==> config.mk <==
export PLATFORM = sky130hd
export DESIGN_NAME = gnn_param
export DESIGN_NICKNAME = d
export VERILOG_FILES = /design/src/rtl/gnn_param.sv
export SDC_FILE = /design/constraint.sdc
export NUM_CORES = 2
export LEC_CHECK = 0
export CORE_ASPECT_RATIO = 0.6
export CORE_MARGIN = 4
export CORE_UTILIZATION = 50
export CTS_CLUSTER_DIAMETER = 80
export DETAILED_ROUTE_END_ITERATION = 16
export GPL_TIMING_DRIVEN = 0
export PLACE_DENSITY = 0.76
export SYNTH_ARGS = -nofsm -noshare
export SYNTH_HDL_FRONTEND = slang
export SYNTH_SLANG_ARGS = --single-unit
==> constraint.sdc <==
create_clock -name clk -period 10.01 [get_ports clk]
set_input_delay 1.5015 -clock clk [delete_from_list [all_inputs] [get_ports clk]]
set_output_delay 1.5015 -clock clk [all_outputs]
set_load 0.005 [all_outputs]
==> src/rtl/gnn_param.sv <==
// gnn_param: time-multiplexed GNN layer pair (neighbour aggregation, dense+ReLU,
// dense) over a runtime adjacency mask, processing one node per AGG/L1/L2 pass.
module gnn_param #(
    parameter int N_NODES = 4,
    parameter int F_IN    = 4,
    parameter int F_HID   = 4,
    parameter int F_OUT   = 2,
    parameter int DW      = 5,
    parameter int ACC_W   = 21,
    parameter int RELU    = 1
) (
    input  logic                             clk,
    input  logic                             rst_n,
    input  logic                             in_valid,
    output logic                             in_ready,
    input  logic [N_NODES*F_IN*DW-1:0]       x_flat,
    input  logic [F_IN*F_HID*DW-1:0]         w1_flat,
    input  logic [F_HID*F_OUT*DW-1:0]        w2_flat,
    input  logic [N_NODES*N_NODES-1:0]       adj,
    output logic                             out_valid,
    input  logic                             out_ready,
    output logic [N_NODES*F_OUT*ACC_W-1:0]   out_flat,
    output logic                             busy
);

    localparam int NW = (N_NODES > 1) ? $clog2(N_NODES) : 1;
    localparam int KM = (F_HID > F_OUT) ? F_HID : F_OUT;
    localparam int KW = (KM > 1) ? $clog2(KM) : 1;

    typedef enum logic [2:0] {IDLE, AGG, L1, L2, DONE} state_t;

    state_t                             state_q;
    logic [NW-1:0]                      n_q;
    logic [KW-1:0]                      k_q;
    logic [N_NODES*F_IN*DW-1:0]         x_q;
    logic [F_IN*F_HID*DW-1:0]           w1_q;
    logic [F_HID*F_OUT*DW-1:0]          w2_q;
    logic [N_NODES*N_NODES-1:0]         adj_q;
    logic [N_NODES*F_OUT*ACC_W-1:0]     out_q;
    logic [F_IN-1:0][ACC_W-1:0]         a_q;
    logic [F_HID-1:0][ACC_W-1:0]        hid_q;
    logic                               in_ready_q;
    logic                               out_valid_q;
    logic                               busy_q;

    logic [F_IN-1:0][ACC_W-1:0]         agg_d;
    logic signed [ACC_W-1:0]            hid_d;
    logic signed [ACC_W-1:0]            out_d;

    function automatic logic signed [ACC_W-1:0] sx(input logic [DW-1:0] v);
        return {{(ACC_W-DW){v[DW-1]}}, v};
    endfunction

    // Masked column sums of the captured features for the current node.
    always_comb begin
        agg_d = '0;
        for (int f = 0; f < F_IN; f++) begin
            for (int m = 0; m < N_NODES; m++) begin
                if (adj_q[int'(n_q)*N_NODES + m]) begin
                    agg_d[f] = agg_d[f] + sx(x_q[(m*F_IN+f)*DW +: DW]);
                end
            end
        end
    end

    always_comb begin
        hid_d = '0;
        for (int f = 0; f < F_IN; f++) begin
            hid_d = hid_d + $signed(a_q[f])
                  * sx(w1_q[(f*F_HID+int'(k_q))*DW +: DW]);
        end
    end

    always_comb begin
        out_d = '0;
        for (int h = 0; h < F_HID; h++) begin
            out_d = out_d + $signed(hid_q[h])
                  * sx(w2_q[(h*F_OUT+int'(k_q))*DW +: DW]);
        end
    end

    always_ff @(posedge clk or negedge rst_n) begin
        if (!rst_n) begin
            state_q     <= IDLE;
            n_q         <= '0;
            k_q         <= '0;
            x_q         <= '0;
            w1_q        <= '0;
            w2_q        <= '0;
            adj_q       <= '0;
            out_q       <= '0;
            a_q         <= '0;
            hid_q       <= '0;
            in_ready_q  <= 1'b1;
            out_valid_q <= 1'b0;
            busy_q      <= 1'b0;
        end else begin
            unique case (state_q)
                IDLE: begin
                    if (in_valid) begin
                        x_q        <= x_flat;
                        w1_q       <= w1_flat;
                        w2_q       <= w2_flat;
                        adj_q      <= adj;
                        n_q        <= '0;
                        k_q        <= '0;
                        in_ready_q <= 1'b0;
                        busy_q     <= 1'b1;
                        state_q    <= AGG;
                    end
                end
                AGG: begin
                    a_q     <= agg_d;
                    k_q     <= '0;
                    state_q <= L1;
                end
                L1: begin
                    if (RELU != 0 && hid_d[ACC_W-1]) begin
                        hid_q[k_q] <= '0;
                    end else begin
                        hid_q[k_q] <= hid_d;
                    end
                    if (k_q == KW'(F_HID-1)) begin
                        k_q     <= '0;
                        state_q <= L2;
                    end else begin
                        k_q <= k_q + KW'(1);
                    end
                end
                L2: begin
                    out_q[(int'(n_q)*F_OUT+int'(k_q))*ACC_W +: ACC_W] <= out_d;
                    if (k_q == KW'(F_OUT-1)) begin
                        k_q <= '0;
                        if (n_q == NW'(N_NODES-1)) begin
                            busy_q      <= 1'b0;
                            out_valid_q <= 1'b1;
                            state_q     <= DONE;
                        end else begin
                            n_q     <= n_q + NW'(1);
                            state_q <= AGG;
                        end
                    end else begin
                        k_q <= k_q + KW'(1);
                    end
                end
                DONE: begin
                    if (out_ready) begin
                        out_valid_q <= 1'b0;
                        in_ready_q  <= 1'b1;
                        state_q     <= IDLE;
                    end
                end
                default: begin
                    state_q <= IDLE;
                end
            endcase
        end
    end

    assign in_ready  = in_ready_q;
    assign out_valid = out_valid_q;
    assign busy      = busy_q;
    assign out_flat  = out_q;

endmodule

# --- Word-level counts from Yosys, hierarchy flattened ---
# Cells that the tools add are included.
classes:
  multipliers: 15
  n_div: 0
  add_sub_neg: 30
  reduce_logical: 13
  eq_ne: 13
  magnitude_cmp: 6
  bitwise_logic: 2
  n_shift: 10
  muxes: 56
ops:
  columns: ["op", "n"]
  rows:
  - ["adder 21 bit", 18]
  - ["2-to-1 mux 21 bit", 17]
  - ["bitwise mux 168 bit", 1]
  - ["multiplier 21 x 5 -> 21 bit", 8]
  - ["variable shift 21 x 33 -> 168 bit, first input constant", 1]
  - ["variable part select 21 x 33 -> 168 bit", 1]
  - ["variable part select 80 x 9 -> 5 bit", 2]
  - ["AND 84 bit", 1]
  - ["bitwise mux 84 bit", 1]
  - ["2-to-1 mux 84 bit", 1]
  - ["NOT 84 bit", 1]
  - ["variable part select 40 x 8 -> 5 bit", 2]
  - ["variable part select 80 x 6 -> 5 bit", 1]
  - ["variable part select 80 x 8 -> 5 bit", 1]
  - ["demux 21 bit (select 2 bit)", 1]
  - ["variable part select 40 x 6 -> 5 bit", 1]
  - ["variable part select 40 x 7 -> 5 bit", 1]
  - ["negator 9 -> 33 bit", 1]
  - ["multiplier 5 x 3 -> 8 bit, second input constant", 2]
  - ["AND reduction 4 bit", 4]
  - ["less-than comparator 5 bit, second input constant", 3]
  - ["2-to-1 mux 1 bit", 15]
  - ["2-to-1 mux 3 bit", 5]
  - ["case mux 3 bit (5 select lines)", 1]
  - ["other kinds (32)", 55]
totals:
  mem_bits_rw: 0
  memories: 0
  reg_bits: 562
  romBits: 0
  output_inout_bits: 171
  input_bits: 220
  wordCells: 164
  latch_bits: 0

# --- Depth between registers and ports, before layout ---
depth:
  depth_word: 9
  ltp_mapped: 34
  ltp_nobuf: 31

# --- Worst setup path before layout ---
# Ideal clock, no wire load.
synth_timing:
  kind: "register -> register"
  from: "register k_q[0]"
  to: "register out_q[124] (netlist: out_flat[124])"
  path_buffers: 4
  required_time_ns: 9.871
  t_arrival_ns: 7.952
  setup_slack_ns: 1.920
  synth_period_minus_slack_ns: 8.090
  stages_incl_launch_ff: 29
  setup_time_ns: 0.139
  path_cell_list: "dfrtp_1 buf_6 buf_12 buf_12 mux2_2 mux2i_2 clkbuf_1 inv_1 fa_1 fa_1 inv_1 fa_1 inv_1 fa_1 inv_1 fa_1 fa_1 inv_1 fa_1 ha_1 a21o_1 a2111oi_0 o31ai_1 a31oi_1 o21ai_0 o221a_2 a21oi_1 xor2_1 o21ai_0"
synth_via:
  elab_chain_len: 9
  word_cells_on_any_way: 24
  classes_between: "add/sub (8); mul (9); shift (6); mux (1)"
synth_lines:
  columns: ["item", "line_no", "source"]
  rows:
  - ["start: declaration", "34", "logic [KW-1:0] k_q;"]
  - ["start signal: assignment", "127", "k_q <= k_q + KW'(1);"]
  - ["start signal: assignment", "143", "k_q <= k_q + KW'(1);"]
  - ["adder 2 x 2 -> 3 bit", "78", "* sx(w2_q[(h*F_OUT+int'(k_q))*DW +: DW]);"]
  - ["multiplier 3 x 3 -> 6 bit", "78", null]
  - ["variable part select 40 x 7 -> 5 bit", "78", null]
  - ["multiplier 21 x 5 -> 21 bit", "78", null]
  - ["adder 21 bit (3 in series)", "77", "out_d = out_d + $signed(hid_q[h])"]
  - ["variable part select 21 x 33 -> 168 bit", "131", "out_q[(int'(n_q)*F_OUT+int'(k_q))*ACC_W +: ACC_W] <= out_d;"]
  - ["bitwise mux 168 bit *", "131", null]
  - ["end signal: indexed assignment", "131", null]
  - ["end: declaration", "39", "logic [N_NODES*F_OUT*ACC_W-1:0] out_q;"]
# Mark *: on every way between the ends. The rest lies on a longest branch, timed or not.
# A chain may end at the register's enable or synchronous reset.

# --- Worst setup path after layout ---
layout_timing:
  from: "register k_q[0]"
  to: "register out_q[145] (netlist: out_flat[145])"
# Same word-level chain as after synthesis.

==> results.tsv <==
metric	value	unit
status	completed	
io_buffers	390	
fp.coreArea	110000	um^2
die_y	267	um
final_antenna_net_count	0	
antenna_found_initial	14	
fmax	0.103	GHz
drt_pass1_iterations	7	
async_flop_share	100	%
ys.warnings.count	0	
avgViaCountPerCell	5.74	
hold_buffers	0	
fin_worst_skew	0.0474	ns
period_share	96.9	%
synth_top_cell_by_area	dfrtp_1	
synth_top_area_share	25.2	%
fin_nets	7649	
rrSetupSlack	0.31	ns
fp.dieW	439	um
fp.dieArea	117000	um^2
crit_arrival	10.24	ns
post_drt_wl_per_cell	23.6	um
hold_path_class	flop to flop	
globalRouteTotalUtil	32.3	%
critPathKind	flop to flop	
syn_to_final_growth	14.9	%
synth.avg_cell_area	9.41	um^2
ys.flop_type	dfrtp_1	
cts_tree	yes	
cts_buffers	59	
drt_wl_total	187000	um
rsz0062_at_grt	yes	
endpoint_kind	flop	
hpwlAfterDp	156000	um
cap_violations	0	
synth_cells	5932	
drive_gt1_share	7.83	%
clock_latency	0.71	ns
cts_max_level	2	
overflow	0	
place_congestion	1.04	
register_area	14100	um^2
vias	45600	
worstPathMaxFanout	10	
crit_top_cell	fa_1	
grt_pass1_wl	285000	um
fp-row-count	94	
synth-edff-count	0	
start_util	50.7	%
critPathMaxStageDelay	0.60	ns
setup_viol	0	
final_util	58.2	%
finalCriticalPeriod	9.70	ns
yosysSeqAreaShare	25.2	%
synth_area_leaders	dfrtp_1, fa_1, ha_1	
hold_violations	0	
critPathRequiredTime	10.56	ns
tightest_slew	1.29	ns
synth_seq_cells	562	
cts.sinks	562	
fillCellCount	9476	
slew_viol_final	0	
critPathLaunchType	flop	
crit_path_top_delay_cell	dfrtp_4	
initialDrtViolationCount	4905	
boundaryPins	391	
max_slew_margin	13.4	%
syn_area	55800	um^2
synth.distinct_cells	77	
cts.clk_slew.worst_paths	0.07	ns
grt_pass1_vias	45400	
grt_max_degree	121	
multiInputGateArea	38200	um^2
drcViolationCount	0	
syn-num-nets	7196	
root_buffer	clkbuf_16	
cts_buffer_depth	3	
[Yosys cell counts, types with 6 or more instances]
| cell type | instances |
|---|---|
| o21a_1 | 33 |
| nand2b_1 | 89 |
| nor3_1 | 45 |
| mux2_2 | 253 |
| a21oi_1 | 193 |
| xor2_1 | 70 |
| o21ai_1 | 42 |
| nor4_1 | 9 |
| mux4_1 | 6 |
| fa_1 | 664 |
| a311oi_1 | 6 |
| nand2_1 | 1043 |
| inv_1 | 745 |
| a21o_1 | 75 |
| o31ai_1 | 16 |
| clkbuf_1 | 185 |
| a31o_2 | 8 |
| xnor2_1 | 170 |
| nand3_1 | 39 |
| o211a_1 | 7 |
| nor2_1 | 260 |
| nand3b_1 | 8 |
| dfrtp_1 | 561 |
| buf_2 | 7 |
| nand2_2 | 10 |
| or2_2 | 30 |
| buf_1 | 25 |
| a21boi_0 | 15 |
| o21bai_1 | 22 |
| mux2i_1 | 45 |
| o21ai_0 | 316 |
| a211oi_1 | 21 |
| a31oi_1 | 54 |
| mux4_2 | 17 |
| and2_1 | 274 |
| ha_1 | 380 |
| o211ai_1 | 14 |
| or3_1 | 21 |
| and3_1 | 26 |
| nor2b_1 | 32 |
[layer usage]
| layer | vias to the layer above | routed length (um) | GRT usage (%) |
|---|---|---|---|
| met5 | - | 13 | 0 |
| met2 | 2468 | 73900 | 44.1 |
| met4 | 2 | 6450 | 8.71 |
| li1 | 20000 | - | - |
| met3 | 331 | 25900 | 12.0 |
| met1 | 22700 | 80900 | 47.9 |
[flip-flops by register name, indices dropped and copies added (netlist names), 2 cells and up]
name and count:
a_q 84, out_flat 168, k_q 2, state_q 3, hid_q 84, w2_q 40, adj_q 16, x_q 80
n_q 2, w1_q 80
[kinds of logic (layout without fill, tap and decap cells)]
kind of cell | count (synthesis) | after routing | synth area share [%]
AND/OR/NAND/NOR | 1910 | 1910 | 15.5
adder cells (fa/ha/maj) | 1044 | 1044 | 32.3
buffers and inverters | 970 | 1472 | 6.67
AO/OA/AOI/OAI | 875 | 875 | 9.38
flip-flops | 562 | 562 | 25.2
multiplexers | 326 | 326 | 7.00
XOR/XNOR | 245 | 245 | 3.94
other | 0 | 10 | 0
[cell type report]
| type | instances | share of cell area [%] |
|---|---|---|
| buffer | 218 | 1.46 |
| clock buffer | 73 | 2.51 |
| timing repair buffer | 398 | 6.39 |
| sequential | 562 | 21.9 |
| tap | 1488 | 2.90 |
| multi-input combinational | 4400 | 59.6 |
| clock inverter | 37 | 0.790 |
| inverter | 746 | 4.37 |
| antenna | 10 | 0.0390 |
[cell usage in the layout, fill, tap and decap left out, drive strengths merged, types with 50 or more instances in the layout]
master and count:
fa 664, clkbuf 254, nand2b 89, and2 274, o21ai 358, nand2 1053
mux2 253, dfrtp 561, inv 749, nor2 260, a21o 75, a21oi 193
a31oi 54, xnor2 174, mux2i 50, clkdlybuf4s50 389, xor2 70, ha 380
[path summary, 6_finish.rpt]
check	cells past startpoint	startpoint	to
setup / recovery	30	k_q[0]	out_flat[145]
hold / removal	2	out_flat[155]	out_flat[155]
setup reg to reg	30	k_q[0]	out_flat[145]
hold reg to reg	2	out_flat[155]	out_flat[155]
min in group asynchronous	1	rst_n	x_q[49]
max in group asynchronous	4	rst_n	out_flat[55]
[metrics by stage]
| step | hold WS, ns | setup slack, ns | TNS [ns] | std cells | area, um^2 |
|---|---|---|---|---|---|
| 6_report | 0.476 | 0.314 | 0 | 7932 | 64100 |
| 5_1_grt | 0.497 | -0.0579 | -0.239 | 7927 | 64100 |
| 4_1_cts | 0.479 | 0.0148 | 0 | 7924 | 64000 |
| 3_5_place_dp | 0.462 | -1.53 | -53.60 | 7817 | 61800 |
| 3_3_place_gp | 0.460 | -18.21 | - | 7810 | 61600 |
| 2_1_floorplan | 0.450 | 1.92 | 0 | 5932 | 55800 |
[timing repair]
| item | 4_1_cts | 5_1_grt |
|---|---|---|
| pin swaps | 0 | 0 |
| resized for setup | 26 | 41 |
| cloned | 0 | 0 |
| endpoints found under the setup margin | 80 | 132 |
| buffers inserted | 0 | 1 |
[critical path: cells and delay by family, from the launching register on]
family / cells / cell delay, ns
flops: 1 / 0.60
fa+ha+maj: 8 / 3.79
compound gates: 8 / 2.38
simple gates: 2 / 0.28
mux: 1 / 0.39
buf+inv: 10 / 1.85
xor+xnor: 1 / 0.19
Power is not shown: default switching activity piles up to over one toggle a cycle in this logic, so the estimate is an artifact.
